**config.mk**
```make
export PLATFORM = sky130hd
export DESIGN_NAME = freq_change_seq
export DESIGN_NICKNAME = d
export VERILOG_FILES = /design/src/rtl/freq_change_seq.sv
export SDC_FILE = /design/constraint.sdc
export NUM_CORES = 1
export LEC_CHECK = 0
export CAP_MARGIN = 20
export CORE_ASPECT_RATIO = 0.6
export CORE_MARGIN = 2
export CORE_UTILIZATION = 45
export DETAILED_ROUTE_END_ITERATION = 10
export PLACE_DENSITY = 0.83
export SLEW_MARGIN = 20
export SYNTH_ARGS = -nofsm -noshare
export SYNTH_HDL_FRONTEND = slang
export SYNTH_SLANG_ARGS = --single-unit
export TNS_END_PERCENT = 30
```
**constraint.sdc**
```tcl
create_clock -name pclk_i -period 6.4 [get_ports pclk_i]
set_input_delay 0.64 -clock pclk_i [delete_from_list [all_inputs] [get_ports pclk_i]]
set_output_delay 0.64 -clock pclk_i [all_outputs]
set_load 0.03 [all_outputs]
```
**src/rtl/freq_change_seq.sv**
```systemverilog
// Multi-channel frequency-change sequencer: start -> ready -> PLL reprogram -> PLL done -> done.
// Optional watchdog on the ready/done waits is built when FREQ_SEQ_WATCHDOG_EN is defined.
module freq_change_seq #(
  parameter  int unsigned NB_CH  = 2,
  parameter  int unsigned NB_FSP = 8,
  parameter  int unsigned TOUT_W = 16,
  localparam int unsigned FIDX_W = (NB_FSP > 1) ? $clog2(NB_FSP) : 1
) (
  input  logic              pclk_i,
  input  logic              prst_ni,
  input  logic              req_i,
  input  logic [FIDX_W-1:0] freq_idx_i,
  input  logic [NB_CH-1:0]  ch_mask_i,
  input  logic              pll_done_i,
  input  logic [TOUT_W-1:0] tout_limit_i,
  input  logic [NB_CH-1:0]  freq_change_ready_i,
  input  logic [NB_CH-1:0]  freq_change_done_i,
  input  logic [NB_CH-1:0]  freq_change_error_i,
  output logic [NB_CH-1:0]  start_freq_change_o,
  output logic [NB_CH-1:0]  pll_freq_chng_done_o,
  output logic              pll_req_o,
  output logic [FIDX_W-1:0] cur_freq_idx_o,
  output logic              busy_o,
  output logic              done_o,
  output logic              err_o,
  output logic [NB_CH-1:0]  err_status_o,
  output logic              tout_o
);

  typedef enum logic [2:0] {S_IDLE, S_WAIT_RDY, S_PLL, S_WAIT_DONE, S_ERR} state_e;

  state_e            state_q;
  logic [NB_CH-1:0]  mask_q, seen_q, seen_d, start_q, plldn_q, err_status_q;
  logic [FIDX_W-1:0] tgt_q, cur_q;
  logic              pll_req_q, busy_q, done_q, err_q, tout_q;
  logic [NB_CH-1:0]  err_hit;
  logic              req_bad, cmpl, waiting, active, err_fire, tout_hit, tout_fire;

  assign err_hit  = freq_change_error_i & mask_q;
  assign req_bad  = (ch_mask_i == '0) || (32'(freq_idx_i) >= NB_FSP);
  assign waiting  = (state_q == S_WAIT_RDY) || (state_q == S_WAIT_DONE);
  assign active   = waiting || (state_q == S_PLL);
  assign cmpl     = (seen_d == mask_q);
  assign err_fire = active && (|err_hit);
  assign tout_fire = waiting && tout_hit && !cmpl;

  always_comb begin
    seen_d = seen_q;
    if (state_q == S_WAIT_RDY)
      seen_d = seen_q | (freq_change_ready_i & mask_q);
    else if (state_q == S_WAIT_DONE)
      seen_d = seen_q | (freq_change_done_i & mask_q);
  end

`ifdef FREQ_SEQ_WATCHDOG_EN
  logic [TOUT_W-1:0] cnt_q;

  assign tout_hit = (tout_limit_i != '0) && (cnt_q == tout_limit_i - TOUT_W'(1));

  // Held at zero outside the wait states so each wait starts counting from 0.
  always_ff @(posedge pclk_i) begin
    if (!prst_ni)
      cnt_q <= '0;
    else if (!waiting)
      cnt_q <= '0;
    else if (cnt_q != '1)
      cnt_q <= cnt_q + TOUT_W'(1);
  end
`else
  logic unused_tout_limit;
  assign unused_tout_limit = ^tout_limit_i;
  assign tout_hit = 1'b0;
`endif

  always_ff @(posedge pclk_i) begin
    if (!prst_ni) begin
      state_q      <= S_IDLE;
      mask_q       <= '0;
      seen_q       <= '0;
      start_q      <= '0;
      plldn_q      <= '0;
      err_status_q <= '0;
      tgt_q        <= '0;
      cur_q        <= '0;
      pll_req_q    <= 1'b0;
      busy_q       <= 1'b0;
      done_q       <= 1'b0;
      err_q        <= 1'b0;
      tout_q       <= 1'b0;
    end else begin
      done_q <= 1'b0;
      err_q  <= 1'b0;
      // Error outranks timeout, which outranks completion in the same cycle.
      if (err_fire || tout_fire) begin
        state_q      <= S_ERR;
        err_status_q <= err_status_q | err_hit;
        tout_q       <= !err_fire;
        start_q      <= '0;
        plldn_q      <= '0;
        pll_req_q    <= 1'b0;
        err_q        <= 1'b1;
      end else begin
        case (state_q)
          S_IDLE: begin
            if (req_i) begin
              if (req_bad) begin
                err_q <= 1'b1;
              end else begin
                tgt_q        <= freq_idx_i;
                mask_q       <= ch_mask_i;
                seen_q       <= '0;
                err_status_q <= '0;
                tout_q       <= 1'b0;
                start_q      <= ch_mask_i;
                busy_q       <= 1'b1;
                state_q      <= S_WAIT_RDY;
              end
            end
          end
          S_WAIT_RDY: begin
            seen_q  <= seen_d;
            start_q <= mask_q & ~seen_d;
            if (cmpl) begin
              seen_q    <= '0;
              pll_req_q <= 1'b1;
              state_q   <= S_PLL;
            end
          end
          S_PLL: begin
            if (pll_done_i) begin
              pll_req_q <= 1'b0;
              plldn_q   <= mask_q;
              state_q   <= S_WAIT_DONE;
            end
          end
          S_WAIT_DONE: begin
            seen_q  <= seen_d;
            plldn_q <= mask_q & ~seen_d;
            if (cmpl) begin
              seen_q  <= '0;
              cur_q   <= tgt_q;
              done_q  <= 1'b1;
              busy_q  <= 1'b0;
              state_q <= S_IDLE;
            end
          end
          S_ERR: begin
            busy_q  <= 1'b0;
            state_q <= S_IDLE;
          end
          default: state_q <= S_IDLE;
        endcase
      end
    end
  end

  assign start_freq_change_o  = start_q;
  assign pll_freq_chng_done_o = plldn_q;
  assign pll_req_o            = pll_req_q;
  assign cur_freq_idx_o       = cur_q;
  assign busy_o               = busy_q;
  assign done_o               = done_q;
  assign err_o                = err_q;
  assign err_status_o         = err_status_q;
  assign tout_o               = tout_q;

endmodule

```
==> impl_metrics.csv <==
group,metric,value,unit
run_status,outcome,"completed",
drt,drt_drc_violations_left,0,
finish,fillers,197,
synthesis,yosys.area_share.simple,0.190,
clock_network,htreeDepth,1,
synthesis,yosysMostFrequentCell,"dfxtp_1",
clock_network,clk_pin_slew,80,ps
drt,vias,980,
sta,finalSetupViolCount,0,
clock_network,numCtsBuffers,3,
sta,final_hold_viol_count,0,
sta,tightest_slew,644,ps
clock_network,cts_root_buf,"clkbuf_8",
drt,drtPass1Iterations,4,
setup_path,rr_startpoint,"state_q[1]",
synthesis,ys_async_sr_fraction,0,
synthesis,synth_top_family_by_area,"simple AND/OR/NAND/NOR gates",
finish,fin_nets,178,
placement,post_dp_cell_area,1350,um2
synthesis,synth_common_cells,"23 x dfxtp_1, 16 x nor2_1, 11 x mux2i_1",
setup_path,r2r_setup_slack,3700,ps
clock_network,cts_tree,"yes",
clock_network,hold_buffers,0,
clock_network,cts_resized,0,
synthesis,syn-mean-instance-area,9.11,um2
global_route,grt_usage,0.214,
placement,dp_cells,170,
setup_path,cp_top_family,"simple AND/OR/NAND/NOR gates",
run,maxCapViolCount,0,
synthesis,synth.area.mux_share,0.121,
setup_path,path_max_fanout,4,
power,ir_drop,130,uV
placement,gp_congestion,0.881,
clock_network,clock-sinks,23,
global_route,use_met3,0.0753,
synthesis,synth_ff_type,"dfxtp_1",
synthesis,yosysWarnings,0,
setup_path,start_kind,"primary input",
setup_path,arrival,2930,ps
setup_path,critPathSlowestCell,"nor3_1",
sta,final.setup.tns,0,ps
finish,layoutNonFillerInstCount,174,
setup_path,max_stage_delay,570,ps
global_route,grt-busiest-layer,"met2",
finish,area_growth,27.7,%
drt,first_iter_violations,79,
global_route,met1_usage,0.296,
global_route,grt_pass1_vias,928,
power,intPower,0.000239,W
floorplanning,start_util,0.491,
sta,period_share,0.435,
sta,max_freq,359,MHz
synthesis,ys_ff_latch,23,
floorplanning,die_width,67.6,um
sta,slew_violations,0,
finish,fin_util,0.627,
power,clkPwrFrac,0.256,
synthesis,yosysTopAreaCell,"dfxtp_1",
power,p_per_area,249,nW/um2
global_route,grt_max_degree,14,
setup_path,reg2regPathDepth,7,
synthesis,synth_top_area_share,0.421,
setup_path,startpoint,"freq_change_ready_i[1]",
synthesis,synthAdderAreaFrac,0.0229,
power,total_switching_power,0.000108,W
power,p_comb_frac,0.268,
clock_network,cts_buffer_depth,2,
synthesis,synth_area_leaders,"dfxtp_1 42%, mux2i_1 10%, nor2_1 5.5%, a211oi_1 4.1%, nand2_1 3.4%",
finish,diodes,0,
synthesis,synth_nets,153,
setup_path,r2r-end,"cur_freq_idx_o[2]",
drt,drt_wl_total,2710,um
placement,port_buffers,27,
synthesis,syn_inst,120,
global_route,grt_antenna_before_repair,0,
drt,wl_per_cell,15.6,um
synthesis,netlist_area,1090,um2
drt,via_per_inst,5.63,
sta,rsz0062_at_grt,"no",
floorplanning,ioPinCount,45,
synthesis,synthDistinctLibCells,31,
synthesis,synth_enable_flop_cells,0,
global_route,grt_util_met2,0.320,
floorplanning,core-area,2230,um2
placement,place_ws,3430,ps
hold_path,hp-class,"reg2reg",
drt,ant_nets,0,
power,pwr-share-seq,0.476,
placement,dp_hpwl,2090,um
setup_path,path_cells,"clkdlybuf4s50_1, mux2_2, a31oi_1, ha_1, nand2_1, nor3_1, mux2i_1, nor2_1",
setup_path,end_kind,"register",
sta,setup_slack,3620,ps
sta,post-route-min-period,2780,ps
setup_path,crit_type,"in2reg",
setup_path,endpoint,"cur_freq_idx_o[2]",
global_route,grt_first_pass_wirelength,4480,um
finish,drive_gt1_frac,0.0764,
clock_network,postCtsSetupBuffers,0,
synthesis,synth-compound-area-share,0.176,
power,leakage,0.495,nW
setup_path,critPathBufInv,1,
finish,fin_area,1400,um2
clock_network,clock_latency,260,ps
floorplanning,row_count,13,
sta,fin_worst_skew,2.13,ps
sta,maxSlewHeadroom,0.567,
synthesis,yosys.area_share.xor_xnor,0.00801,
setup_path,cp.depth,8,
setup_path,required,6540,ps
power,sw_frac_of_total,0.312,
floorplanning,die_area,2850,um2
synthesis,seq_area_frac_synth,0.421,
global_route,gr-total-overflow,0,
floorplanning,die_h,42.2,um
-- placed cells by master (no fill, tap or decap), types with 3 or more instances in the layout --
master	synthesis	final
clkdlybuf4s50_1	0	27
nor2_1	16	16
nand2_1	10	10
mux2i_1	11	11
nand3_1	3	3
a211oi_1	6	6
a31oi_1	4	4
inv_1	3	3
a21oi_1	4	4
clkbuf_8	0	3
dfxtp_1	23	23
o21ai_0	7	7
nor3_1	6	6
-- worst min path at each step --
| stage | from | to | cells after the start |
|---|---|---|---|
| after floorplan | seen_q[0] | seen_q[0] | 2 |
| after detailed placement | seen_q[0] | seen_q[0] | 2 |
| after global routing | busy_o | busy_o | 2 |
| final | seen_q[0] | seen_q[0] | 2 |
| after global placement | seen_q[1] | seen_q[1] | 2 |
| after CTS | seen_q[0] | seen_q[0] | 2 |
-- logic make-up (layout without fill, tap and decap cells) --
family                   after synthesis  count (layout)
AO/OA/AOI/OAI                         27              27
adder cells (fa/ha/maj)                2               2
XOR/XNOR                               1               1
other                                  1               1
buffers and inverters                 10              34
flip-flops                            23              23
AND/OR/NAND/NOR                       43              43
multiplexers                          13              13
-- power groups by stage --
stage / clock network [W] / registers, W / logic, W
2_1_floorplan: 0 / 0.000173 / 0.0000604
3_3_place_gp: 0 / 0.000167 / 0.0000904
3_5_place_dp: 0 / 0.000168 / 0.0000922
4_1_cts: 0.0000903 / 0.000165 / 0.0000928
5_1_grt: 0.0000970 / 0.000167 / 0.000102
6_report: 0.0000887 / 0.000165 / 0.0000930
-- final cells by class --
class                           instances  area (um2)  area share
Inverter                                3        11.3     0.00806
Tap cell                               30        37.5      0.0269
Clock buffer                            3        41.3      0.0296
Clock inverter                          1        5.00     0.00358
Multi-Input combinational cell         87         571       0.409
Timing Repair Buffer                   27         270       0.194
Sequential cell                        23         460       0.330
-- tightest hold or removal path: cells and delay by family (launching register included) --
family	cells	cell delay [ps]
flip-flops	1	320
AND/OR/NAND/NOR	1	50
AO/OA/AOI/OAI	1	50
-- registers in the layout, summed over array words and instances, names as in the netlist, 2 cells and up --
register              cells
mask_q                    2
state_q                   3
seen_q                    2
start_freq_change_o       2
cur_freq_idx_o            3
err_status_o              2
pll_freq_chng_done_o      2
tgt_q                     3
-- metrics by stage --
step	hold WS (ps)	power (W)
2_1_floorplan	435	0.000233
3_3_place_gp	450	0.000258
3_5_place_dp	457	0.000260
4_1_cts	468	0.000348
5_1_grt	503	0.000366
6_report	468	0.000347
-- routing by layer --
metal  part of all wire  up-vias  wire length (um)
met2               0.43       41              1170
met5                  0        -                 0
li1                   -      477                 -
met4              0.011        0                29
met3              0.076        6               206
met1               0.48      456              1310
(Power assumes the default switching activity.)
